--- src/rtl/dec_pkg.sv ---
// Shared definitions for the instruction-decode stage.
// Provides the 6-bit opcode constants and the bit positions of the
// instruction-word fields used by dec_stage.
package dec_pkg;

    // Opcodes
    localparam logic [5:0] OP_ALU  = 6'b100000;
    localparam logic [5:0] OP_LI   = 6'b111000;
    localparam logic [5:0] OP_LUI  = 6'b111001;
    localparam logic [5:0] OP_ADDI = 6'b110000;
    localparam logic [5:0] OP_ANDI = 6'b110010;
    localparam logic [5:0] OP_ORI  = 6'b110011;
    localparam logic [5:0] OP_B    = 6'b111111;
    localparam logic [5:0] OP_BEQ  = 6'b000000;
    localparam logic [5:0] OP_BNE  = 6'b000001;
    localparam logic [5:0] OP_LB   = 6'b000011;
    localparam logic [5:0] OP_LW   = 6'b001111;
    localparam logic [5:0] OP_SB   = 6'b000111;
    localparam logic [5:0] OP_SW   = 6'b011111;

    // Instruction-word field positions
    localparam int OPCODE_MSB = 31;
    localparam int OPCODE_LSB = 26;
    localparam int RS_MSB     = 25;
    localparam int RS_LSB     = 21;
    localparam int RD_MSB     = 20;
    localparam int RD_LSB     = 16;
    localparam int RT_MSB     = 15;
    localparam int RT_LSB     = 11;
    localparam int IMM_MSB    = 15;
    localparam int IMM_LSB    = 0;

endpackage

--- src/rtl/register_file.sv ---
// 32 x 32-bit general-purpose register file.
// Ports:
//   clk, rst_n        - clock; asynchronous active-low clear of all registers
//   rd_addr_a/_b      - combinational read addresses
//   rd_data_a/_b      - read data (r0 always reads 0)
//   wr_en, wr_addr,   - synchronous write on rising clk; writes to r0 dropped
//   wr_data
module register_file (
    input  logic        clk,
    input  logic        rst_n,
    input  logic [4:0]  rd_addr_a,
    input  logic [4:0]  rd_addr_b,
    output logic [31:0] rd_data_a,
    output logic [31:0] rd_data_b,
    input  logic        wr_en,
    input  logic [4:0]  wr_addr,
    input  logic [31:0] wr_data
);

    logic [31:0] regs_q [32];
    logic [31:0] regs_d [32];

    always_comb begin
        regs_d = regs_q;
        if (wr_en && (wr_addr != 5'd0)) begin
            regs_d[wr_addr] = wr_data;
        end
    end

    always_ff @(posedge clk or negedge rst_n) begin
        if (!rst_n) begin
            for (int i = 0; i < 32; i++) begin
                regs_q[i] <= '0;
            end
        end else begin
            regs_q <= regs_d;
        end
    end

    // No bypass: a read of the register being written returns the old value
    // until the edge.
    assign rd_data_a = (rd_addr_a == 5'd0) ? 32'h0 : regs_q[rd_addr_a];
    assign rd_data_b = (rd_addr_b == 5'd0) ? 32'h0 : regs_q[rd_addr_b];

endmodule

--- src/rtl/dec_stage.sv ---
// Instruction-decode stage: register file, read-address selection,
// immediate processing and write-back with byte handling.
// Ports:
//   Clk, Rst_n     - clock; asynchronous active-low reset of the register file
//   Instr          - instruction word
//   RF_WrEn        - write enable for write-back to rd
//   ALU_out,
//   MEM_out        - write-back candidates, chosen by RF_WrData_sel (1 = MEM)
//   RF_B_sel       - port-B read address: 0 = rt, 1 = rd
//   sb, lb         - byte masking of port-B output / write-back data
//   Immed          - processed immediate
//   RF_A           - register[rs]
//   RF_B_or_sb     - port-B data, low byte only when sb
//   lui_out        - {imm, 16'h0000}
module dec_stage
    import dec_pkg::*;
(
    input  logic        Clk,
    input  logic        Rst_n,
    input  logic [31:0] Instr,
    input  logic        RF_WrEn,
    input  logic [31:0] ALU_out,
    input  logic [31:0] MEM_out,
    input  logic        RF_WrData_sel,
    input  logic        RF_B_sel,
    input  logic        sb,
    input  logic        lb,
    output logic [31:0] Immed,
    output logic [31:0] RF_A,
    output logic [31:0] RF_B_or_sb,
    output logic [31:0] lui_out
);

    logic [5:0]  opcode;
    logic [4:0]  rs;
    logic [4:0]  rd;
    logic [4:0]  rt;
    logic [15:0] imm;
    logic [4:0]  rd_addr_b;
    logic [31:0] wr_data_raw;
    logic [31:0] wr_data;
    logic [31:0] rf_b;

    assign opcode = Instr[OPCODE_MSB:OPCODE_LSB];
    assign rs     = Instr[RS_MSB:RS_LSB];
    assign rd     = Instr[RD_MSB:RD_LSB];
    assign rt     = Instr[RT_MSB:RT_LSB];
    assign imm    = Instr[IMM_MSB:IMM_LSB];

    assign rd_addr_b   = RF_B_sel ? rd : rt;
    assign wr_data_raw = RF_WrData_sel ? MEM_out : ALU_out;
    assign wr_data     = lb ? {24'h0, wr_data_raw[7:0]} : wr_data_raw;

    register_file u_register_file (
        .clk       (Clk),
        .rst_n     (Rst_n),
        .rd_addr_a (rs),
        .rd_addr_b (rd_addr_b),
        .rd_data_a (RF_A),
        .rd_data_b (rf_b),
        .wr_en     (RF_WrEn),
        .wr_addr   (rd),
        .wr_data   (wr_data)
    );

    assign RF_B_or_sb = sb ? {24'h0, rf_b[7:0]} : rf_b;
    assign lui_out    = {imm, 16'h0000};

    always_comb begin
        Immed = {{16{imm[15]}}, imm};
        case (opcode)
            OP_LUI:                Immed = {imm, 16'h0000};
            OP_ANDI, OP_ORI:       Immed = {16'h0000, imm};
            // Branch offsets are word counts, hence the shift by 2.
            OP_BEQ, OP_BNE, OP_B:  Immed = {{14{imm[15]}}, imm, 2'b00};
            OP_LI, OP_ADDI, OP_LB, OP_LW,
            OP_SB, OP_SW, OP_ALU:  Immed = {{16{imm[15]}}, imm};
            default:               Immed = {{16{imm[15]}}, imm};
        endcase
    end

endmodule

--- config.mk ---
export PLATFORM = sky130hd
export DESIGN_NAME = dec_stage
export DESIGN_NICKNAME = d
export VERILOG_FILES = /design/src/rtl/dec_pkg.sv /design/src/rtl/register_file.sv /design/src/rtl/dec_stage.sv
export SDC_FILE = /design/constraint.sdc
export NUM_CORES = 2
export LEC_CHECK = 0
export CAP_MARGIN = 25
export CORE_MARGIN = 2
export CORE_UTILIZATION = 66
export CTS_CLUSTER_DIAMETER = 150
export DETAILED_ROUTE_END_ITERATION = 6
export PLACE_DENSITY = 0.93
export SYNTH_ARGS = -nofsm -noshare
export SYNTH_HDL_FRONTEND = slang
export SYNTH_HIERARCHICAL = 1
export SYNTH_SLANG_ARGS = --single-unit
--- constraint.sdc ---
create_clock -name Clk -period 9.1 [get_ports Clk]
set_input_delay 1.82 -clock Clk [delete_from_list [all_inputs] [get_ports Clk]]
set_output_delay 1.82 -clock Clk [all_outputs]
set_load 0.1 [all_outputs]
Word level (Yosys, flattened, before mapping):

Cells that the tools add are included.
Widths: inputs -> output; s select.

* bits in registers: 1024
* input bits: 103
* output and inout port bits: 128

* magnitude comparators: 4
* eq/ne operators: 5
* muxes and demuxes: 16
* bitwise gates (word level): 3
* reduce and logical (&&, ||, !) cells: 8

Operators by type and width (count)
* $bwmux 1024: 1
* $bmux 32 s5: 2
* $mux 32: 10
* $demux 32 s5: 1
* $pmux 32 s3: 1
* $eq 6x6->1 const B: 4
* $ge 6x6->1 const B: 3
* $not 5->6: 3
* $logic_not 5->1: 2
* $eq 6x1->1 const B: 1
* $logic_not 6->1: 1
* $lt 6x1->1 const B: 1
* $mux 5: 1
* $reduce_bool 5->1: 1
* $reduce_or 3->1: 1
* $logic_and 1x1->1: 2
* $reduce_or 2->1: 1

Longest topological paths before layout:

* depth after elaboration: 7
* gate-level depth with buffers: 11
* mapped depth without buffers: 6

Hierarchy:

The synthesis kept the hierarchy.

By module, submodules not included
* register_file: times used 1, cells an instance 3514, area an instance 54019.3 um^2
* dec_stage: times used 1, cells an instance 192, area an instance 1338.8 um^2

Least setup slack after synthesis:

No wires, ideal clock.

* path type: input to output
* start point: input Instr[22]
* end point: output RF_A[12]
* data arrival time: 5.787 ns
* slack: 1.493 ns
* stages on the path: 8
* cells stage by stage: buf_4 buf_6 buf_4 buf_2 nor2_1 a22oi_1 a21oi_1 nor4_1

* word-level cells in the longest chain between the ends: 5
* elaborated cells on any way between the ends: 6
* classes of those cells: mux: 4; bitwise: 1; reduce/logical: 1

Ends and longest elaborated chain
* from (decl): line dec_stage.sv:20 `input logic [31:0] Instr,`
* $not 5->6 (implied by the code): line register_file.sv:42 `assign rd_data_a = (rd_addr_a == 5'd0) ? 32'h0 : regs_q[rd_addr_a];`
* $bmux 32 s5: line register_file.sv:42
* $mux 32 (implied by the code) (2 in a row): line register_file.sv:42
* $mux 32 (*): line register_file.sv:42
* to (decl): line dec_stage.sv:29 `output logic [31:0] RF_A,`

Every way passes the cells marked *; elsewhere a longest branch is shown, timed or not. The select of a mux whose other input is x is not followed.

Worst setup path in the final report:

* start point: input RF_B_sel
* end point: output RF_B_or_sb[10]

* word-level cells in the longest chain between the ends: 7
* elaborated cells on any way between the ends: 8
* classes of those cells: mux: 6; bitwise: 1; reduce/logical: 1

Ends and longest elaborated chain
* from (decl): line dec_stage.sv:25 `input logic RF_B_sel,`
* $mux 5 (*): line dec_stage.sv:50 `assign rd_addr_b = RF_B_sel ? rd : rt;`
* via rd_addr_b[1]: line dec_stage.sv:39 `logic [4:0] rd_addr_b;`
* $not 5->6 (implied by the code): line register_file.sv:43 `assign rd_data_b = (rd_addr_b == 5'd0) ? 32'h0 : regs_q[rd_addr_b];`
* $bmux 32 s5: line register_file.sv:43
* $mux 32 (implied by the code) (2 in a row): line register_file.sv:43
* $mux 32 (*): line register_file.sv:43
* via rf_b[10]: line dec_stage.sv:42 `logic [31:0] rf_b;`
* $mux 32 (*): line dec_stage.sv:66 `assign RF_B_or_sb = sb ? {24'h0, rf_b[7:0]} : rf_b;`
* to (decl): line dec_stage.sv:30 `output logic [31:0] RF_B_or_sb,`

The timed path passes the listed nets; every way through them passes the cells marked *. The select of a mux whose other input is x is not followed.

==> flow_summary.ini <==
[clock_network]
cts_max_level = 3
cts.clk_slew.worst_paths_ns = 0.06
cts_buffer_depth = 3
cts_hold_buf = 0
cts_sinks = 1024
clk_latency_ns = 0.69
cts_setup_buffers = 0
ctsResizeCount = 0
cts_tree = done
ctsRootBufferMaster = clkbuf_16
cts_made_buffers = 101

[critical_path]
worst-r2r-cell-count = 1
critPathKind = primary input to output port
cp_max_fo = 32
cp-end-kind = output port
crit_arrival_ns = 6.27
start_kind = primary input
required_ns = 7.28

[global_route]
grt_usage = 0.412
grt_pass1_vias = 39700
antenna_found_initial = 6
grt_max_degree = 179
grt_pass1_wl_mm = 260
grt_overflow_total = 0

[layout]
drive_above_1_share = 0.496
reg_top3 = u_register_file/regs_q (1024)
top_register = u_register_file/regs_q
final_common_cell = dfrtp_1
area_growth_pct = 11.2
largest_reg_flops = 1024
final_cell_mix = 1024 x dfrtp_1, 1022 x mux2_2, 469 x mux4_2
nets = 3806

[drt]
wl_mm = 176
first_pass_iters = 7
num_vias = 38600
wire_per_inst_um = 36.2
ant_nets = 0
via_per_inst = 7.92
drtIter0Drc = 5980
drc = 0

[timing]
rsz0062_at_grt = no
fin_crit_sh = 0.889
maxSlewViolCount = 0
skew_ns = 0
timing.final.hold_violations = 0
slew_headroom = 0.197
worst_slack_ns = 1.01
fmax_ghz = 0.124
setup_tns_ns = 0
setup_violations = 0
tightestPinTransition_ns = 1.20
fin_crit_ns = 8.09

[logic_synthesis]
synthCells = 3706
yosys_warnings = 6
async_reset_ff_frac = 1.00
synth-seq-cells = 1024
synth_top_area_frac = 0.463
synthesis.area_mm2 = 0.0554
synth_cell_types = 50
synth-edff-count = 0
yosysTopAreaCell = dfrtp_1
synth-xor-area-share = 0.000158
avgSynthCellArea_um2 = 14.9
synth_mux_area_frac = 0.434
synthFlopType = dfrtp_1
synth_compound_area_frac = 0.0395
synthTopCellsByArea = dfrtp_1 46%, mux2_2 21%, mux4_2 19%, mux2i_1 3.3%, clkbuf_1 1.5%
synth_top_family_by_area = multiplexers
synthAdderAreaFrac = 0
ys_seq_area_frac = 0.463
synth-simple-area-share = 0.0225

[hold_path]
hold_path_depth = 0
hp-class = flop to flop

[flow_run]
drv_cap = 0

[power]
ir_worst_vdd_mv = 0.152
p_per_area_mw_per_mm2 = 216
p_leak_uw = 0.0274

[floorplanning]
dieWidth_um = 294
dieArea_mm2 = 0.0862
rows = 106
io_pins = 231
fp.dieH_um = 294
core_mm2 = 0.0833
initial_core_util = 0.665

[placed_design]
place_ws_ns = 1.26
place.gp.congestion = 0.870
hpwlAfterDp_mm = 97.4
numPortBuffers = 214

[status]
outcome = finished clean
routing by layer:
metal	GRT usage	vias up	wire, µm
li1	-	14300	-
met1	0.517	19700	58500
met2	0.592	3523	77000
met3	0.165	1111	26000
met4	0.281	12	14800
met5	0	-	90
path summary, 6_finish.rpt:
check	slack [ns]	from	to
max reg2reg	8.24	u_register_file/regs_q[675]	u_register_file/regs_q[675]
min in group asynchronous	1.25	Rst_n	u_register_file/regs_q[173]
min	0.40	u_register_file/regs_q[1009]	u_register_file/regs_q[1009]
min reg2reg	0.40	u_register_file/regs_q[1009]	u_register_file/regs_q[1009]
max	1.01	RF_B_sel	RF_B_or_sb[10]
max in group asynchronous	5.74	Rst_n	u_register_file/regs_q[939]
synth_stat cells (18+ instances only):
cell type	n
buf_2	100
nor3_1	57
dfrtp_1	1024
o22ai_1	81
o221ai_1	26
nor2b_1	43
nand2_1	38
buf_1	62
mux4_2	469
clkbuf_1	222
a22oi_1	18
a211oi_1	38
mux2i_1	182
nor2_1	42
mux2_2	1022
nand3_1	20
buf_4	66
a2111oi_0	26
a22o_1	67
area by class of cell:
type | count | area, µm²
fillers | 4509 | 21700
clock inverters | 44 | 654
multi-input cells | 2229 | 27800
repair buffers | 344 | 3220
well taps | 1080 | 1350
diodes | 5 | 12.5
flip-flops and latches | 1024 | 25600
inverters | 3 | 11.3
clock buffers | 144 | 2900
cells by family after synthesis:
family	count (synthesis)
other	1
DFF	1024
AOI/OAI and AO/OA	284
muxes	1687
buffers and inverters	468
and+or+nand+nor	241
xor gates and xnor gates	1
where the power goes:
part | switching [µW] | internal [µW]
Clock | 1900 | 2630
Sequential | 583 | 5230
Combinational | 1530 | 1440
Total | 4010 | 9290
critical path, stage by stage:
cell             delay [ns]
clkdlybuf4s50_1        0.71
mux2_4                 0.54
buf_4                  0.53
and2_4                 0.72
buf_4                  0.39
a22o_1                 0.22
a2111oi_0              0.07
nor3_1                 0.61
nor2b_1                0.26
buf_4                  0.33
per-stage QoR:
step	cells	utilization	hold slack, ns	total power [µW]	area, µm²
2_1_floorplan	3721	-	0.441	7820	55400
3_3_place_gp	4676	0.695	0.378	8500	57900
3_5_place_dp	4677	0.696	0.382	8680	57900
4_1_cts	4865	0.738	0.399	13200	61500
5_1_grt	4868	0.739	0.413	13700	61500
6_report	4873	0.739	0.399	13300	61600
(Power assumes the default switching activity.)
